<file path="src/rtl/parity_pkg.sv">
// Purpose : shared constants and helpers for the raw-hits RAM parity monitor.
// Latency : n/a (package only).
// Backpressure: n/a (package only).
package parity_pkg;

  localparam int PAR_NGRP    = 7;     // CFEB groups
  localparam int PAR_NLY     = 6;     // layer RAMs per group
  localparam int PAR_ARM_CNT = 4096;  // full FIFO address sweep before arming

  // Flat RAM index split into its group and layer.
  typedef struct packed {
    logic [15:0] grp;
    logic [15:0] ly;
  } ram_loc_t;

  // Ceiling log2; clog2(1) = 0.
  function automatic int clog2(input int unsigned v);
    int r;
    r = 0;
    while ((64'd1 << r) < 64'(v)) r++;
    return r;
  endfunction

  // Flat index g*nly+l -> {g, l}.
  function automatic ram_loc_t ram_loc(input int unsigned idx, input int unsigned nly);
    ram_loc_t r;
    r.grp = 16'(idx / nly);
    r.ly  = 16'(idx % nly);
    return r;
  endfunction

endpackage

</file>
<file path="src/rtl/parity_arm.sv">
// Purpose : arms the parity monitor after ARM_CNT consecutive raw-hits FIFO writes.
// Latency : perr_en registers on the edge that samples the ARM_CNT-th write.
// Backpressure: none; fifo_wen is observed only, never stalled.
// Ports   : clock, clr (sync clear), fifo_wen in; perr_en out (sticky until clr).
module parity_arm
  import parity_pkg::*;
#(
  parameter int ARM_CNT = PAR_ARM_CNT
) (
  input  logic clock,
  input  logic clr,
  input  logic fifo_wen,
  output logic perr_en
);

  localparam int AW = (clog2(ARM_CNT + 1) < 1) ? 1 : clog2(ARM_CNT + 1);
  localparam logic [AW-1:0] ARM_LAST = AW'(ARM_CNT - 1);

  logic [AW-1:0] arm_cnt;

  // The run must be unbroken: any idle write cycle restarts it from zero.
  // Once armed the counter is parked at zero; only clr can disarm.
  always_ff @(posedge clock) begin
    if (clr) begin
      arm_cnt <= '0;
      perr_en <= 1'b0;
    end else if (perr_en) begin
      arm_cnt <= '0;
    end else if (fifo_wen) begin
      if (arm_cnt == ARM_LAST) begin
        arm_cnt <= '0;
        perr_en <= 1'b1;
      end else begin
        arm_cnt <= arm_cnt + 1'b1;
      end
    end else begin
      arm_cnt <= '0;
    end
  end

endmodule

</file>
<file path="src/rtl/parity_monitor.sv">
// Purpose : masks, summarises and latches per-RAM parity errors; counts and captures first error.
// Latency : perr_grp/perr combinational; pulse, latches, counter and first capture one cycle later.
// Backpressure: none; monitors every cycle, never stalls the hit path.
// Ports   : clock, reset, perr_clear, parity_err, ram_mask, fifo_wen in;
//           perr_grp, perr (live), perr_en, perr_pulse, perr_grp_ff, perr_ff,
//           perr_ram_ff, perr_cnt, first_valid, first_ram out.
module parity_monitor
  import parity_pkg::*;
#(
  parameter int NGRP    = PAR_NGRP,
  parameter int NLY     = PAR_NLY,
  parameter int ARM_CNT = PAR_ARM_CNT,
  parameter int CNTW    = 16,
  localparam int N      = NGRP * NLY,
  localparam int IDXW   = (clog2(N) < 1) ? 1 : clog2(N)
) (
  input  logic            clock,
  input  logic            reset,
  input  logic            perr_clear,
  input  logic [N-1:0]    parity_err,
  input  logic [N-1:0]    ram_mask,
  input  logic            fifo_wen,
  output logic [NGRP-1:0] perr_grp,
  output logic            perr,
  output logic            perr_en,
  output logic            perr_pulse,
  output logic [NGRP-1:0] perr_grp_ff,
  output logic            perr_ff,
  output logic [N-1:0]    perr_ram_ff,
  output logic [CNTW-1:0] perr_cnt,
  output logic            first_valid,
  output logic [IDXW-1:0] first_ram
);

  logic           clr;
  logic [N-1:0]   merr;
  logic [IDXW-1:0] first_idx;
  logic           hit;

  assign clr  = reset | perr_clear;
  assign merr = parity_err & ~ram_mask;

  for (genvar g = 0; g < NGRP; g++) begin : g_grp
    assign perr_grp[g] = |merr[g*NLY +: NLY];
  end

  assign perr = |perr_grp;

  parity_arm #(
    .ARM_CNT (ARM_CNT)
  ) u_arm (
    .clock    (clock),
    .clr      (clr),
    .fifo_wen (fifo_wen),
    .perr_en  (perr_en)
  );

  // Scan downward so the last assignment, and therefore the winner, is the lowest set index.
  always_comb begin
    first_idx = '0;
    for (int i = N - 1; i >= 0; i--) begin
      if (merr[i]) first_idx = IDXW'(i);
    end
  end

  // Uses the registered perr_en: an error on the arming edge itself is not recorded.
  assign hit = perr & perr_en;

  always_ff @(posedge clock) begin
    if (clr) begin
      perr_pulse  <= 1'b0;
      perr_ram_ff <= '0;
      perr_grp_ff <= '0;
      perr_ff     <= 1'b0;
      perr_cnt    <= '0;
      first_valid <= 1'b0;
      first_ram   <= '0;
    end else begin
      perr_pulse <= hit;
      if (perr_en) begin
        perr_ram_ff <= perr_ram_ff | merr;
        perr_grp_ff <= perr_grp_ff | perr_grp;
        perr_ff     <= perr_ff | perr;
      end
      if (hit && (perr_cnt != {CNTW{1'b1}})) begin
        perr_cnt <= perr_cnt + 1'b1;
      end
      if (hit && !first_valid) begin
        first_valid <= 1'b1;
        first_ram   <= first_idx;
      end
    end
  end

endmodule

</file>
<file path="config.mk">
export PLATFORM = sky130hd
export DESIGN_NAME = parity_monitor
export DESIGN_NICKNAME = d
export VERILOG_FILES = /design/src/rtl/parity_pkg.sv /design/src/rtl/parity_arm.sv /design/src/rtl/parity_monitor.sv
export SDC_FILE = /design/constraint.sdc
export NUM_CORES = 1
export LEC_CHECK = 0
export BUFFER_PORTS_ARGS = -buffer_cell sky130_fd_sc_hd__buf_2
export CAP_MARGIN = 0
export CELL_PAD_IN_SITES_DETAIL_PLACEMENT = 0
export CELL_PAD_IN_SITES_GLOBAL_PLACEMENT = 2
export CORE_ASPECT_RATIO = 1.25
export CORE_MARGIN = 3
export CORE_UTILIZATION = 29
export DETAILED_ROUTE_END_ITERATION = 10
export GPL_TIMING_DRIVEN = 0
export PLACE_DENSITY = 0.89
export SLEW_MARGIN = 5
export SYNTH_ARGS = -nofsm -noshare
export SYNTH_HDL_FRONTEND = slang
export SYNTH_SLANG_ARGS = --single-unit
</file>
<file path="constraint.sdc">
create_clock -name clock -period 3.4 [get_ports clock]
set_clock_uncertainty 0.1 [all_clocks]
set_input_delay 0.68 -clock clock [delete_from_list [all_inputs] [get_ports clock]]
set_output_delay 0.68 -clock clock [all_outputs]
set_load 0.005 [all_outputs]
</file>
==> results.md <==
* Status: completed
* Top-count cell post-synth: nor2_1
* Initial Util at 0.299
* DRC errors left at 0
* Cts hold-fix bufs at 0
* Tightest Pin Transition at a little over 0.6 ns
* Reg2reg start: u_arm.arm_cnt[0]$_SDFF_PP0_
* H-Tree Level Count at 3
* P_int at about 0.0018 W
* TNS Setup at 0 ns
* Final max-slew violation count at 0
* Synth cell types at 63
* Hold Vio Cnt, Final at 0
* Sequential share of power at 0.435
* GRT Residual Overflow at 0
* Total GRT Usage at 0.163
* Mean Syn Cell Area at just under 9 sq um
* Die Y at about 140 um
* Sw Share at 0.245
* Share of layout cells above drive strength 1 at 0.365
* Hpwl dp at about 11000 um
* Yosys reg bits at approximately 90
* Share of the synthesized area in the top cell type at 0.405
* # nets final at 762
* # setup viols final at 0
* CTS tree: yes
* Worst reg-to-reg path cell count at 7
* Post-DRT Antenna Nets at 0
* Die W at 116 um
* Most frequent cells after synthesis: nor2_1, dfxtp_1, a21oi_1
* Layout overhead on the synthesized area at 32.3%
* Max-cap violations at 0
* TritonRoute pass-1 iters at 4
* Worst r2r dst: u_arm.arm_cnt[4]$_SDFF_PP0_
* Critical path class: in -> out
* Clock group share of total power at 0.460
* Max-slew headroom at 0.590
* Crit-path most repeated cell: buf_2
* Via count at 4159
* Total Wirelength at about 13000 um
* Seq/Total Area, Yosys at 0.405
* Post_cts resized at 0
* Root Driver: clkbuf_16
* Post-synth EDFFs at 0
* Row Count at between 40 and 50
* Ratio of final minimum period to clock period at 0.910
* Reg2reg setup slack at around 1.2 ns
* CTS max path bufs at 2
* Worst Hold Path EP: first_ram[1]$_SDFFE_PP0P_
* Fin area at ~0.0058 sq mm
* Worst path slowest cell: or3_2
* Fin util at 0.396
* Clk sink count at 88
* Critical-path maximum fanout at 9
* Post-Syn Area at 0.00435 sq mm
* Placed instance area at 0.00542 sq mm
* Pwr dens at a little over 400 mW/mm^2
* Die Footprint at ~0.017 sq mm
* WP data required at around 2.6 ns
* Dominant cells by area after synthesis: dfxtp_1, nor2_1, a21oi_1
* Largest net degree at the start of global routing at 17
* Peak Freq at 0.323 GHz
* Worst Hold Class: reg -> reg
* Post-synth top area cell: dfxtp_1
* Setup crit end kind: output port
* GR Util met2 at 0.284
* IO buf count at 170
* Net Switching at roughly 0.00058 W
* Postcts setup bufs at 0
* GR Layer Usage met3 at 0.0343
* Max IR drop VDD at 0.000199 V
* Critical Path Source: parity_err[22]
* Global-route wire length before repair at 21100 um
* Data arrival, critical path at about 2.3 ns
* CP peak stage delay at slightly below 0.5 ns
* CTS Buf Count at 9
* Hold_sp: first_ram[1]$_SDFFE_PP0P_
* Gr busiest metal: met2
* CP Launch Type: primary input
* Core Area at between 0.01 and 0.015 sq mm
* RSZ-0062 raised after global routing: no
* Comb pwr share at 0.105
* Mapped Nets at just under 600
* Number of global-route vias before repair at around 4100
* WL/cell at between 15 and 20 um
* Initial drt markers at approximately 170
* Synth async-reset ratio at 0
* Hold depth at 2
* Min Tclk post-route at between 3 and 4 ns
* Clock-pin slew on the worst setup and hold paths at ~0.06 ns
* Post-synthesis cell count at around 490
* GR Layer Usage met1 at 0.193
* Primary FF master, synth: dfxtp_1
* I/O pin count at approximately 170
* Static Leakage at approximately 2.4 nW
* Placer Congestion at 0.764
* Initial antenna violation count at 1
* CP Cell Sequence: buf_2 > nor2b_2 > nor4_4 > nand4_4 > or3_2 > buf_2
* Clk_lat worst skew at about 0.35 ns
* Vias per std cell at slightly below 5
* Yosys Warn Count at 0
==> area by class of cell <==
class	instances	area, sq um
inverters	8	30.0
flip-flops and latches	88	1760
repair buffers	170	851
multi-input cells	379	2480
clock buffers	9	225
clock inverters	7	104
plain buffers	16	73.8
diodes	1	2.50
well taps	178	223
fillers	1465	8780
==> placed cells by master, fill, tap and decap left out, types with 7 or more instances in the layout <==
cell       instances
a21oi_2            7
o21ai_0           10
o31ai_1            7
nand2_1           27
nor2_1            91
clkbuf_16          9
nor3_1             7
nor2b_4           14
inv_1              8
clkbuf_1           7
dfxtp_1           88
nand2b_1          10
or4_1              7
nand3_1           13
a21oi_1           68
buf_2            172
nor2b_1           22
nor4_4             8
==> metrics by stage <==
stage	hold WS, ns	setup slack [ns]	total power (W)	cells
global placement	0.341	0.330	0.00130	839
detailed placement	0.350	0.299	0.00131	839
finish	0.355	0.305	0.00237	856
CTS	0.363	0.297	0.00241	855
floorplan	0.326	0.718	0.00120	491
global route	0.394	0.201	0.00247	856
==> cell families (layout without fill, tap and decap cells) <==
family,after synthesis,count (layout),synth area share
simple gates,245,245,0.361
compound gates,121,121,0.182
flops,88,88,0.405
buf+inv,24,210,0.0239
xor+xnor,11,11,0.0222
fa+ha+maj,2,2,0.00576
other cells,0,1,0
==> power by group through the flow <==
stage	Clock, W	Combinational, W	Sequential, W
final	0.00109	0.000250	0.00103
after global routing	0.00117	0.000276	0.00103
after CTS	0.00112	0.000253	0.00103
after detailed placement	0	0.000253	0.00106
after global placement	0	0.000250	0.00105
after floorplan	0	0.000147	0.00105
==> worst max path at each step <==
stage | end | slack [ns] | cells past startpoint
after floorplan | perr | 0.72 | 4
after global routing | perr | 0.20 | 6
after global placement | perr | 0.33 | 6
final | perr | 0.31 | 6
after detailed placement | perr | 0.30 | 6
after CTS | perr | 0.30 | 6
==> sequential cells by signal (all words and copies together) (netlist names) <==
signal / flops
u_arm.perr_en: 1
perr_ff: 1
perr_cnt: 16
perr_pulse: 1
first_valid: 1
first_ram: 6
u_arm.arm_cnt: 13
perr_grp_ff: 7
perr_ram_ff: 42
==> per-layer routing <==
| metal | vias up | share of wire |
|---|---|---|
| met5 | - | 0 |
| met2 | 117 | 0.49 |
| met4 | 0 | 0.021 |
| met3 | 16 | 0.055 |
| met1 | 1927 | 0.43 |
| li1 | 2099 | - |
==> critical path: cells and delay by family <==
kind / cells / cell delay [ns]
buffers and inverters: 2 / 0.23
and+or+nand+nor: 4 / 1.39
Power figures use the tool's default switching activity.
